$ cat src/rtl/fpcvt_arb_if.sv
// Request/result bus for fpcvt_arb: two requester handshakes plus the converted result port.
// master drives the requests and out_ready; slave is the arbiter side.
interface fpcvt_arb_if;
  logic        req_valid_a;
  logic [12:0] req_data_a;
  logic        req_ready_a;
  logic        req_valid_b;
  logic [12:0] req_data_b;
  logic        req_ready_b;
  logic        out_valid;
  logic        out_ready;
  logic        out_s;
  logic [2:0]  out_e;
  logic [4:0]  out_f;
  logic        out_src;

  modport master (
    output req_valid_a, req_data_a, req_valid_b, req_data_b, out_ready,
    input  req_ready_a, req_ready_b, out_valid, out_s, out_e, out_f, out_src
  );

  modport slave (
    input  req_valid_a, req_data_a, req_valid_b, req_data_b, out_ready,
    output req_ready_a, req_ready_b, out_valid, out_s, out_e, out_f, out_src
  );
endinterface

$ cat src/rtl/fpcvt_arb.sv
// Round-robin arbiter sharing one 13-bit two's complement to (s, e[2:0], f[4:0]) converter
// between requesters A and B. Defining FPCVT_ARB_STATS_EN adds the conv_cnt handshake counter.
module fpcvt_arb (
  input  logic        clk,
  input  logic        rst,
  fpcvt_arb_if.slave  bus
`ifdef FPCVT_ARB_STATS_EN
  ,
  output logic [7:0]  conv_cnt
`endif
);
  typedef enum logic [1:0] {IDLE = 2'd0, CONV = 2'd1, OUT = 2'd2} state_t;

  state_t      r_state;
  logic [12:0] r_sample;
  logic        r_last_b;
  logic        r_out_valid;
  logic        r_out_s;
  logic [2:0]  r_out_e;
  logic [4:0]  r_out_f;
  logic        r_out_src;

  logic w_grant_b;
  logic w_acc_a;
  logic w_acc_b;
  logic w_hs;

  // B wins only when it is alone or A was served last.
  assign w_grant_b = bus.req_valid_b & (~bus.req_valid_a | ~r_last_b);
  assign w_acc_a   = (r_state == IDLE) & bus.req_valid_a & ~w_grant_b;
  assign w_acc_b   = (r_state == IDLE) & bus.req_valid_b & w_grant_b;
  assign w_hs      = (r_state == OUT) & r_out_valid & bus.out_ready;

  logic [12:0] w_clamped;
  logic        w_neg;
  logic [12:0] w_mag;
  logic [3:0]  w_lz;
  logic [2:0]  w_exp_raw;
  logic [4:0]  w_win [8];
  logic [7:0]  w_rbit;
  logic [5:0]  w_sig_sum;
  logic [2:0]  w_cvt_e;
  logic [4:0]  w_cvt_f;

  // -4096 has no positive counterpart, so it is pulled in to -4095 first.
  assign w_clamped = (r_sample == 13'h1000) ? 13'h1001 : r_sample;
  assign w_neg     = w_clamped[12];
  assign w_mag     = w_neg ? (~w_clamped + 13'd1) : w_clamped;

  always_comb begin
    w_lz = 4'd13;
    for (int i = 0; i < 13; i++) begin
      if (w_mag[i]) w_lz = 4'(12 - i);
    end
  end

  assign w_exp_raw = (w_lz >= 4'd8) ? 3'd0 : 3'(4'd8 - w_lz);

  // One 5-bit window and guard bit per exponent; exponent 0 keeps the low bits unnormalised.
  for (genvar gi = 0; gi < 8; gi++) begin : g_win
    assign w_win[gi] = w_mag[gi+4:gi];
    if (gi == 0) begin : g_r0
      assign w_rbit[gi] = 1'b0;
    end else begin : g_rn
      assign w_rbit[gi] = w_mag[gi-1];
    end
  end

  assign w_sig_sum = {1'b0, w_win[w_exp_raw]} + {5'd0, w_rbit[w_exp_raw]};

  always_comb begin
    w_cvt_e = w_exp_raw;
    w_cvt_f = w_sig_sum[4:0];
    if (w_sig_sum[5]) begin
      if (w_exp_raw == 3'd7) begin
        w_cvt_f = 5'd31;
      end else begin
        w_cvt_e = w_exp_raw + 3'd1;
        w_cvt_f = 5'd16;
      end
    end
  end

  // r_last_b doubles as the source tag of the sample in flight.
  always_ff @(posedge clk) begin
    if (rst) begin
      r_state     <= IDLE;
      r_sample    <= '0;
      r_last_b    <= 1'b1;
      r_out_valid <= 1'b0;
      r_out_s     <= 1'b0;
      r_out_e     <= '0;
      r_out_f     <= '0;
      r_out_src   <= 1'b0;
    end else begin
      case (r_state)
        IDLE: begin
          if (w_acc_a | w_acc_b) begin
            r_sample <= w_acc_b ? bus.req_data_b : bus.req_data_a;
            r_last_b <= w_acc_b;
            r_state  <= CONV;
          end
        end
        CONV: begin
          r_out_s     <= w_neg;
          r_out_e     <= w_cvt_e;
          r_out_f     <= w_cvt_f;
          r_out_src   <= r_last_b;
          r_out_valid <= 1'b1;
          r_state     <= OUT;
        end
        OUT: begin
          if (w_hs) begin
            r_out_valid <= 1'b0;
            r_state     <= IDLE;
          end
        end
        default: r_state <= IDLE;
      endcase
    end
  end

  assign bus.req_ready_a = w_acc_a;
  assign bus.req_ready_b = w_acc_b;
  assign bus.out_valid   = r_out_valid;
  assign bus.out_s       = r_out_s;
  assign bus.out_e       = r_out_e;
  assign bus.out_f       = r_out_f;
  assign bus.out_src     = r_out_src;

`ifdef FPCVT_ARB_STATS_EN
  logic [7:0] r_conv_cnt;

  always_ff @(posedge clk) begin
    if (rst) r_conv_cnt <= '0;
    else if (w_hs) r_conv_cnt <= r_conv_cnt + 8'd1;
  end

  assign conv_cnt = r_conv_cnt;
`endif
endmodule

$ cat src/flat_wrapper.sv
// flat-port wrapper written by rule: the top's interface ports become plain ports
module fpcvt_arb_flat 
  (clk, rst, bus_req_valid_a, bus_req_data_a, bus_req_valid_b, bus_req_data_b, bus_out_ready, bus_req_ready_a, bus_req_ready_b, bus_out_valid, bus_out_s, bus_out_e, bus_out_f, bus_out_src);
  fpcvt_arb_if bus_i ();
  input  logic clk;
  input  logic rst;
  input wire logic [$bits(bus_i.req_valid_a)-1:0] bus_req_valid_a;
  input wire logic [$bits(bus_i.req_data_a)-1:0] bus_req_data_a;
  input wire logic [$bits(bus_i.req_valid_b)-1:0] bus_req_valid_b;
  input wire logic [$bits(bus_i.req_data_b)-1:0] bus_req_data_b;
  input wire logic [$bits(bus_i.out_ready)-1:0] bus_out_ready;
  output wire logic [$bits(bus_i.req_ready_a)-1:0] bus_req_ready_a;
  output wire logic [$bits(bus_i.req_ready_b)-1:0] bus_req_ready_b;
  output wire logic [$bits(bus_i.out_valid)-1:0] bus_out_valid;
  output wire logic [$bits(bus_i.out_s)-1:0] bus_out_s;
  output wire logic [$bits(bus_i.out_e)-1:0] bus_out_e;
  output wire logic [$bits(bus_i.out_f)-1:0] bus_out_f;
  output wire logic [$bits(bus_i.out_src)-1:0] bus_out_src;
  assign bus_i.req_valid_a = bus_req_valid_a;
  assign bus_i.req_data_a = bus_req_data_a;
  assign bus_i.req_valid_b = bus_req_valid_b;
  assign bus_i.req_data_b = bus_req_data_b;
  assign bus_i.out_ready = bus_out_ready;
  assign bus_req_ready_a = bus_i.req_ready_a;
  assign bus_req_ready_b = bus_i.req_ready_b;
  assign bus_out_valid = bus_i.out_valid;
  assign bus_out_s = bus_i.out_s;
  assign bus_out_e = bus_i.out_e;
  assign bus_out_f = bus_i.out_f;
  assign bus_out_src = bus_i.out_src;
  fpcvt_arb u_core (.clk(clk), .rst(rst), .bus(bus_i));
endmodule
$ cat config.mk
export PLATFORM = sky130hd
export DESIGN_NAME = fpcvt_arb_flat
export DESIGN_NICKNAME = d
export VERILOG_FILES = /design/src/rtl/fpcvt_arb_if.sv /design/src/rtl/fpcvt_arb.sv /design/src/flat_wrapper.sv
export SDC_FILE = /design/constraint.sdc
export NUM_CORES = 1
export LEC_CHECK = 0
export ABC_CLOCK_PERIOD_IN_PS = 7900
export CAP_MARGIN = 5
export CELL_PAD_IN_SITES_DETAIL_PLACEMENT = 0
export CELL_PAD_IN_SITES_GLOBAL_PLACEMENT = 2
export CORE_AREA = 2 2 93 95
export CTS_CLUSTER_SIZE = 24
export DETAILED_ROUTE_END_ITERATION = 6
export DIE_AREA = 0 0 95 97
export GPL_TIMING_DRIVEN = 0
export PLACE_DENSITY = 0.92
export SKIP_LAST_GASP = 1
export SYNTH_ARGS = -nofsm -noshare
export SYNTH_HDL_FRONTEND = slang
export SYNTH_SLANG_ARGS = --single-unit
$ cat constraint.sdc
create_clock -name clk -period 7.9 [get_ports clk]
set_input_delay 1.58 -clock clk [delete_from_list [all_inputs] [get_ports clk]]
set_output_delay 1.58 -clock clk [all_outputs]
set_load 0.05 [all_outputs]
==> flow_summary.ini, run 1 <==
[worst_setup_path]
path_class = reg -> reg
cp_data_arrival_time_ns = 6.96
critPathCaptureType = flop
cp.required_ns = 8.12
start_kind = flop
crit_fanout = 10

[timing]
slew_headroom = 0.3499
layout_min_cycle_time_ns = 6.736
clock_skew_ns = 0.01151
setup_tns_ns = 0
slew_violations = 0
max_freq_ghz = 0.1485
fin_crit_sh = 0.8526
worstMarginPinSlew_ns = 0.9677
rsz0062_at_grt = false
hold_viol = 0
setup_viol = 0

[drt]
wirelength_um = 6884
remaining_drc_errors = 0
antenna_left = 0
drt_iter0_markers = 146
via_count = 2588
wl_per_cell_um = 14.58
firstDrtPassIters = 4
via_per_inst = 5.483

[clocking]
cts_buffers = 3
cts.htree.levels = 1
cts_tree = done
cts.clk_slew.worst_paths_ns = 0.11
cts-root-buf = clkbuf_8
cts_hold_buf = 0
clock-sinks = 27
cts_buffer_depth = 2
cts_setup_buffers = 0
clock_latency_ns = 0.29
cts_resized = 0

[finish]
final_cell_area_mm2 = 0.003075
nFillCells = 852
drive_gt1_frac = 0.09264
diodes = 0
nets = 404
synthToLayoutAreaGrowth_pct = 24.27

[global_route]
grt_max_degree = 17
track_usage = 0.1537
grt-ovfl-total = 0
grt_pass1_vias = 2452
grt_pass1_wl_um = 11690
antenna_found_initial = 0

[pwr]
p_per_area_mw_per_mm2 = 303.7
power.leakage_nw = 1.103
swShare = 0.5057
pwr-share-seq = 0.184
clkPwrFrac = 0.092
irDropWorstVdd_v = 0.00009514
p_int_mw = 0.4616
p_switching_mw = 0.4723
pwr-share-comb = 0.725

[yosys]
synthFlopType = dfxtp_1
ys_seq_area_frac = 0.2184
synth_area_per_cell_um2 = 7.710
syn-num-nets = 357
ys_ff_latch = 27
synth_area_mm2 = 0.002475
postSynthCellCount = 321
synthArstFlopShare = 0
synth_edf_count = 0
synthTopCellsByArea = dfxtp_1, nand2_1, nor2_1, a311oi_1, a21oi_1
synth.top_cell.area_share = 0.2184
ys_warn_count = 0
synth_cell_types = 77
synth_top_area_cell = dfxtp_1

[floorplan]
ios = 44
row_count = 33
die_w_um = 95
core_mm2 = 0.008134
die-area_mm2 = 0.009215
start_util = 0.3043
die_h_um = 97

[placed_design]
dpl_cell_area_mm2 = 0.003027
io_buffer_count = 42
place.gp.congestion = 0.9183
place.detailed.hpwl_um = 5504

[worst_hold_path]
hold_class = reg -> reg

[status]
status = complete, no violations

[job]
cap_viol_max_count = 0
[critical path, stage by stage (launching register included)]
cell and delay, ns:
dfxtp_1 0.32, clkbuf_1 0.22, nor4b_1 0.64, nand4_1 0.29, nor2b_1 0.24, ha_1 0.26
nor3b_1 0.16, o211ai_1 0.47, a21oi_1 0.09, o311ai_1 0.62, a31oi_2 0.30, inv_1 0.15
ha_1 0.23, clkbuf_1 0.23, o21ai_1 0.18, clkbuf_1 0.35, a21oi_1 0.11, a2111o_1 0.41
o31ai_1 0.08, ha_1 0.21, o2111a_1 0.22, nor4b_4 0.42, a31oi_2 0.24, a211oi_2 0.24
[layer usage]
layer  share of wire  wire length [um]  vias up  global-route usage
li1                -                 -     1320                   -
met1            0.48              3328     1193              0.2105
met2            0.46              3191       64              0.2526
met3           0.032               223       11             0.01324
met4           0.020               140        0             0.04794
met5               0                 0        -                   0
[power groups by stage]
| stage | registers, mW | clock network (mW) | logic [mW] |
|---|---|---|---|
| after detailed placement | 0.175 | 0 | 0.673 |
| final | 0.172 | 0.0855 | 0.677 |
| after global routing | 0.175 | 0.0920 | 0.746 |
| after CTS | 0.172 | 0.0878 | 0.675 |
| after global placement | 0.174 | 0 | 0.675 |
| after floorplan | 0.203 | 0 | 0.497 |
[cells in the mapped netlist (all sizes together) (5+ instances only)]
library cell  number
a311oi            14
o21ai             12
nor3              12
nor2              34
xnor2              7
o31ai              5
a211oi             9
a31oi              7
nand3b             5
dfxtp             27
clkbuf            13
mux2i              6
inv                7
nand2b            10
a21oi             15
nand2             48
buf                9
ha                 5
[final cells by class]
cell class	count	area [um2]	area share
tap	105	131.4	0.04272
multi-input combinational	265	1792	0.5826
timing repair buffer	42	420.4	0.1367
clock inverter	1	7.507	0.002441
inverter	7	26.28	0.008544
buffer	22	116.4	0.03784
clock buffer	3	41.29	0.01343
sequential	27	540.5	0.1758
[logic make-up (layout without fill, tap and decap cells)]
family	count (synthesis)	count (layout)	synth area share
XOR/XNOR	11	11	0.04196
AND/OR/NAND/NOR	142	142	0.2947
flip-flops	27	27	0.2184
buffers and inverters	29	75	0.05764
multiplexers	8	8	0.03488
adder cells (fa/ha/maj)	5	5	0.02528
AO/OA/AOI/OAI	99	99	0.3271
[final timing paths]
path	from	endpoint	slack, ns	cells past startpoint
worst min-delay path	u_core.bus.out_s	u_core.bus.out_s	0.46	2
worst min register to register	u_core.bus.out_s	u_core.bus.out_s	0.46	2
worst max register to register	u_core.r_sample[9]	u_core.bus.out_f[0]	1.16	23
worst max-delay path	u_core.r_sample[9]	u_core.bus.out_f[0]	1.16	23
[sequential cells by signal, summed over array words and instances (netlist names)]
register and cells:
u_core.bus.out_f 5, u_core.bus.out_s 1, u_core.r_state 2, u_core.bus.out_src 1
u_core.r_last_b 1, u_core.bus.out_valid 1, u_core.r_sample 13, u_core.bus.out_e 3
[metrics by stage]
stage	util	hold slack (ns)	power, mW	setup WS, ns	instances
after global placement	0.3721	0.4475	0.8492	1.198	468
after floorplan	-	0.4426	0.6999	2.387	321
after global routing	0.3781	0.4991	1.013	0.4399	472
final	0.3781	0.4615	0.9339	1.164	472
after CTS	0.3781	0.4617	0.9349	1.236	472
after detailed placement	0.3721	0.4456	0.8479	1.273	468
[cells in the final DEF, fill, tap and decap left out, types with 9 or more instances in the layout]
| master | n |
|---|---|
| a21oi_1 | 15 |
| a311oi_1 | 14 |
| clkbuf_1 | 13 |
| clkdlybuf4s50_1 | 42 |
| dfxtp_1 | 27 |
| nand2_1 | 48 |
| nand2b_1 | 10 |
| nor2_1 | 33 |
| nor3_1 | 12 |
| o21ai_0 | 9 |
Power figures use the tool's default switching activity.
==> run 2: changes to the inputs <==
--- a/config.mk
+++ b/config.mk
@@ -14,6 +14,7 @@
 export DETAILED_ROUTE_END_ITERATION = 6
 export DIE_AREA = 0 0 95 97
 export GPL_TIMING_DRIVEN = 0
+export MAX_ROUTING_LAYER = met4
 export PLACE_DENSITY = 0.92
 export SKIP_LAST_GASP = 1
 export SYNTH_ARGS = -nofsm -noshare
==> flow_summary.ini, run 2 (same netlist as run 1, synthesis figures left out) <==
[status]
status = complete, no violations

[worst_setup_path]
start_kind = flop
cp_data_arrival_time_ns = 6.95
path_cells = clkbuf_1 -> nor4b_1 -> nand4_1 -> nor2b_1 -> ha_1 -> nor3b_1 -> o211ai_1 -> a21oi_1 -> o311ai_1 -> a31oi_2 -> inv_1 -> ha_1 -> clkbuf_1 -> o21ai_1 -> clkbuf_1 -> a21oi_1 -> a2111o_1 -> o31ai_1 -> ha_1 -> o2111a_1 -> nor4b_4 -> a31oi_2 -> a211oi_2
max_stage_delay_ns = 0.64
reg2reg_depth = 23
critPathCaptureType = flop
r2r-end = u_core.bus.out_f[0]
path_class = reg -> reg
r2r_start = u_core.r_sample[9]
crit_path_top_delay_cell = nor4b_1
crit_fanout = 10
rrSetupSlack_ns = 1.16
cp.required_ns = 8.11

[drt]
wirelength_um = 6808
drt_iter0_markers = 106
antenna_left = 0
remaining_drc_errors = 0
wl_per_cell_um = 14.42
via_count = 2575
via_per_inst = 5.456
firstDrtPassIters = 4

[clocking]
cts_buffers = 3
cts.clk_slew.worst_paths_ns = 0.10
cts_buffer_depth = 2
clock_latency_ns = 0.28
cts_setup_buffers = 0
cts_hold_buf = 0
cts_resized = 0
clock-sinks = 27
cts.htree.levels = 1
cts_tree = done
cts-root-buf = clkbuf_8

[placed_design]
io_buffer_count = 42
place.detailed.hpwl_um = 5496
place.gp.congestion = 0.9465
dp.cells = 468

[timing]
slew_headroom = 0.3969
slew_violations = 0
max_freq_ghz = 0.1484
fin_crit_sh = 0.8533
layout_min_cycle_time_ns = 6.741
setup_viol = 0
hold_viol = 0
worstMarginPinSlew_ns = 0.8978
hold-worst-slack_ns = 0.4626
clock_skew_ns = 0.002581
rsz0062_at_grt = false
setup_tns_ns = 0

[pwr]
p_switching_mw = 0.4691
p_per_area_mw_per_mm2 = 303.0
pwr-share-seq = 0.184
p_total_mw = 0.9319
clkPwrFrac = 0.090
irDropWorstVdd_v = 0.0001132
p_int_mw = 0.4627
power.leakage_nw = 1.103
swShare = 0.5035
pwr-share-comb = 0.726

[global_route]
grt_pass1_vias = 2489
antenna_found_initial = 0
grt_pass1_wl_um = 11690
grt_max_degree = 17
grt-ovfl-total = 0
track_usage = 0.1572

[floorplan]
die-area_mm2 = 0.009215
ios = 44
die_w_um = 95
core_mm2 = 0.008134
die_h_um = 97
start_util = 0.3043
row_count = 33

[worst_hold_path]
hp-start = u_core.bus.out_s
worst_hold_path.endpoint = u_core.bus.out_s
hold_class = reg -> reg
hold_depth = 2

[job]
cap_viol_max_count = 0

[finish]
nets = 404
drive_gt1_frac = 0.09264
diodes = 0
synthToLayoutAreaGrowth_pct = 24.27
final_core_util = 0.3781
layout.cells.most_common_list = nand2_1, clkdlybuf4s50_1, nor2_1, dfxtp_1, a21oi_1
final_cells = 472
mostFrequentLayoutCell = nand2_1
nFillCells = 869
largest_register_ffs = 13
top_register = u_core.r_sample
==> run 2: cell counts in the layout (fill, tap and decap cells not counted) <==
No cell type changed its count.
==> run 2: worst max-delay path by stage <==
| stage | to | cells past startpoint | startpoint | slack [ns] |
|---|---|---|---|---|
| after floorplan | u_core.bus.out_f[0] | 24 | u_core.r_sample[9] | 2.39 |
| after global placement | u_core.bus.out_f[0] | 23 | u_core.r_sample[9] | 1.21 |
| after detailed placement | u_core.bus.out_f[0] | 23 | u_core.r_sample[9] | 1.27 |
| after CTS | u_core.bus.out_f[0] | 23 | u_core.r_sample[9] | 1.22 |
| after global routing | u_core.bus.out_f[0] | 23 | u_core.r_sample[9] | 0.43 |
| final | u_core.bus.out_f[0] | 23 | u_core.r_sample[9] | 1.16 |
==> run 2: worst max-delay path: cells and delay by family, from the launching register on <==
family	cells	cell delay, ns
compound gates	11	2.96
fa+ha+maj	3	0.69
buf+inv	4	0.94
flops	1	0.32
simple gates	5	1.75
==> run 2: routing by layer <==
metal	up-vias	GRT usage	wire length, um
li1	1318	-	-
met1	1192	0.2093	3327
met2	56	0.2564	3175
met3	9	0.007009	191
met4	0	0.04682	114
met5	-	-	0
==> run 2: final cells by class <==
cell class	instances	area (um2)	share of cell area
inverters	7	26.28	0.008544
plain buffers	22	116.4	0.03784
flip-flops and latches	27	540.5	0.1758
clock buffers	3	41.29	0.01343
multi-input cells	265	1792	0.5826
clock inverters	1	7.507	0.002441
well taps	105	131.4	0.04272
repair buffers	42	420.4	0.1367
==> run 2: stage by stage <==
stage	instance area (um2)	setup WS, ns
2_1_floorplan	2475	2.387
3_3_place_gp	3027	1.214
3_5_place_dp	3027	1.269
4_1_cts	3075	1.224
5_1_grt	3075	0.4345
6_report	3075	1.159
==> run 2: power groups by stage <==
stage | Sequential, mW | Combinational, mW | Clock [mW]
2_1_floorplan | 0.203 | 0.497 | 0
3_5_place_dp | 0.175 | 0.674 | 0
4_1_cts | 0.172 | 0.677 | 0.0865
5_1_grt | 0.174 | 0.752 | 0.0908
3_3_place_gp | 0.174 | 0.678 | 0
6_report | 0.172 | 0.677 | 0.0835
==> run 3: changes to the inputs <==
--- a/config.mk
+++ b/config.mk
@@ -7,12 +7,10 @@
 export LEC_CHECK = 0
 export ABC_CLOCK_PERIOD_IN_PS = 7900
 export CAP_MARGIN = 5
-export CELL_PAD_IN_SITES_DETAIL_PLACEMENT = 0
-export CELL_PAD_IN_SITES_GLOBAL_PLACEMENT = 2
-export CORE_AREA = 2 2 93 95
+export CORE_AREA = 2 2 71 73
 export CTS_CLUSTER_SIZE = 24
 export DETAILED_ROUTE_END_ITERATION = 6
-export DIE_AREA = 0 0 95 97
+export DIE_AREA = 0 0 73 75
 export GPL_TIMING_DRIVEN = 0
 export MAX_ROUTING_LAYER = met4
 export PLACE_DENSITY = 0.92
==> flow_summary.ini, run 3 (same netlist as run 1, synthesis figures left out) <==
[timing]
rsz0062_at_grt = false
hold_viol = 0
worstMarginPinSlew_ns = 0.9673
slew_violations = 0
setup_tns_ns = 0
clock_skew_ns = 0.005689
setup_slack_ns = 1.131
fin_crit_sh = 0.8569
layout_min_cycle_time_ns = 6.769
max_freq_ghz = 0.1477
slew_headroom = 0.3502
setup_viol = 0

[clocking]
cts_buffers = 3
cts_hold_buf = 0
cts_buffer_depth = 2
cts.htree.levels = 1
cts_tree = done
cts_resized = 0
clock_latency_ns = 0.28
clock-sinks = 27
cts.clk_slew.worst_paths_ns = 0.10
cts-root-buf = clkbuf_8
cts_setup_buffers = 0

[pwr]
swShare = 0.5084
pwr-share-comb = 0.729
p_total_mw = 0.9422
p_int_mw = 0.4631
power.leakage_nw = 1.103
p_per_area_mw_per_mm2 = 312.8
pwr-share-seq = 0.183
irDropWorstVdd_v = 0.0001587
clkPwrFrac = 0.088
p_switching_mw = 0.4790

[drt]
wl_met3_um = 346
routed.top_layer = met4
antenna_left = 0
drt_iter0_markers = 231
via_count = 2740
firstDrtPassIters = 5
wl_met2_um = 3561
via_per_inst = 6.508
wl_met1_um = 3013
remaining_drc_errors = 0
wl_per_cell_um = 16.87
wirelength_um = 7101

[placed_design]
post-place-ws_ns = 1.309
place.detailed.hpwl_um = 5664
place.gp.congestion = 0.9593
io_buffer_count = 42

[floorplan]
row_count = 25
die_h_um = 75
die_w_um = 73
start_util = 0.5310
die-area_mm2 = 0.005475
ios = 44
core_mm2 = 0.004661

[finish]
top_register = u_core.r_sample
diodes = 0
drive_gt1_frac = 0.09264
layout.cells.most_common_list = nand2_1, clkdlybuf4s50_1, nor2_1, dfxtp_1, a21oi_1
mostFrequentLayoutCell = nand2_1
largest_register_ffs = 13
synthToLayoutAreaGrowth_pct = 21.69
nets = 404
nFillCells = 389

[global_route]
track_usage = 0.2737
antenna_found_initial = 0
grt-ovfl-total = 0
grt_pass1_wl_um = 11510
grt_max_degree = 17
grt_pass1_vias = 2475

[worst_setup_path]
critPathCaptureType = flop
crit_fanout = 10
path_class = reg -> reg
cp.required_ns = 8.11
reg2reg_depth = 23
r2r-end = u_core.bus.out_f[0]
rrSetupSlack_ns = 1.13
start_kind = flop
r2r_start = u_core.r_sample[9]
crit_start = u_core.r_sample[9]
cp_data_arrival_time_ns = 6.98

[job]
cap_viol_max_count = 0

[worst_hold_path]
hold_class = reg -> reg
worst_hold_path.endpoint = u_core.bus.out_s
hp-start = u_core.bus.out_s
hold_depth = 2

[status]
status = complete, no violations
## run 3: cell counts in the layout (fill, tap and decap cells not counted)
Identical to the previous run, type by type.
## run 3: worst max-delay path by stage
stage	endpoint	cells past startpoint
floorplan	u_core.bus.out_f[0]	24
global placement	u_core.bus.out_f[0]	23
detailed placement	u_core.bus.out_f[0]	23
CTS	u_core.bus.out_f[0]	23
global route	u_core.bus.out_f[0]	24
finish	u_core.bus.out_f[0]	23
## run 3: area by class of cell
type,instances,area (um2),area share
inverters,7,26.28,0.008725
flip-flops and latches,27,540.5,0.1795
clock inverters,1,7.507,0.002493
repair buffers,42,420.4,0.1396
well taps,54,67.56,0.02243
plain buffers,22,116.4,0.03864
multi-input cells,265,1792,0.5949
clock buffers,3,41.29,0.01371
## run 3: metrics by stage
step           utilization  cells  hold slack [ns]  cell area [um2]
6_report            0.6462    421           0.4632             3012
3_5_place_dp        0.6357    417           0.4508             2963
3_3_place_gp        0.6357    417           0.4467             2963
2_1_floorplan            -    321           0.4426             2475
5_1_grt             0.6462    421           0.4847             3012
4_1_cts             0.6462    421           0.4652             3012
## run 3: metal layers
| layer | vias to the layer above | GRT usage |
|---|---|---|
| met4 | 0 | 0.09259 |
| met5 | - | - |
| met2 | 123 | 0.4665 |
| li1 | 1317 | - |
| met3 | 18 | 0.02276 |
| met1 | 1282 | 0.3418 |
## run 3: critical path: stages, from the launching register on
cell	delay (ns)
dfxtp_1	0.32
clkbuf_1	0.21
nor4b_1	0.63
nand4_1	0.26
nor2b_1	0.23
ha_1	0.25
nor3b_1	0.16
o211ai_1	0.51
a21oi_1	0.09
o311ai_1	0.61
a31oi_2	0.29
inv_1	0.15
ha_1	0.24
clkbuf_1	0.23
o21ai_1	0.17
clkbuf_1	0.36
a21oi_1	0.11
a2111o_1	0.41
o31ai_1	0.08
ha_1	0.22
o2111a_1	0.23
nor4b_4	0.44
a31oi_2	0.24
a211oi_2	0.24
## run 3: power groups by stage
| stage | Combinational, mW | Clock [mW] | Sequential [mW] |
|---|---|---|---|
| final | 0.687 | 0.0833 | 0.172 |
| after global routing | 0.747 | 0.0880 | 0.174 |
| after CTS | 0.680 | 0.0831 | 0.172 |
| after detailed placement | 0.676 | 0 | 0.175 |
| after global placement | 0.660 | 0 | 0.173 |
| after floorplan | 0.497 | 0 | 0.203 |
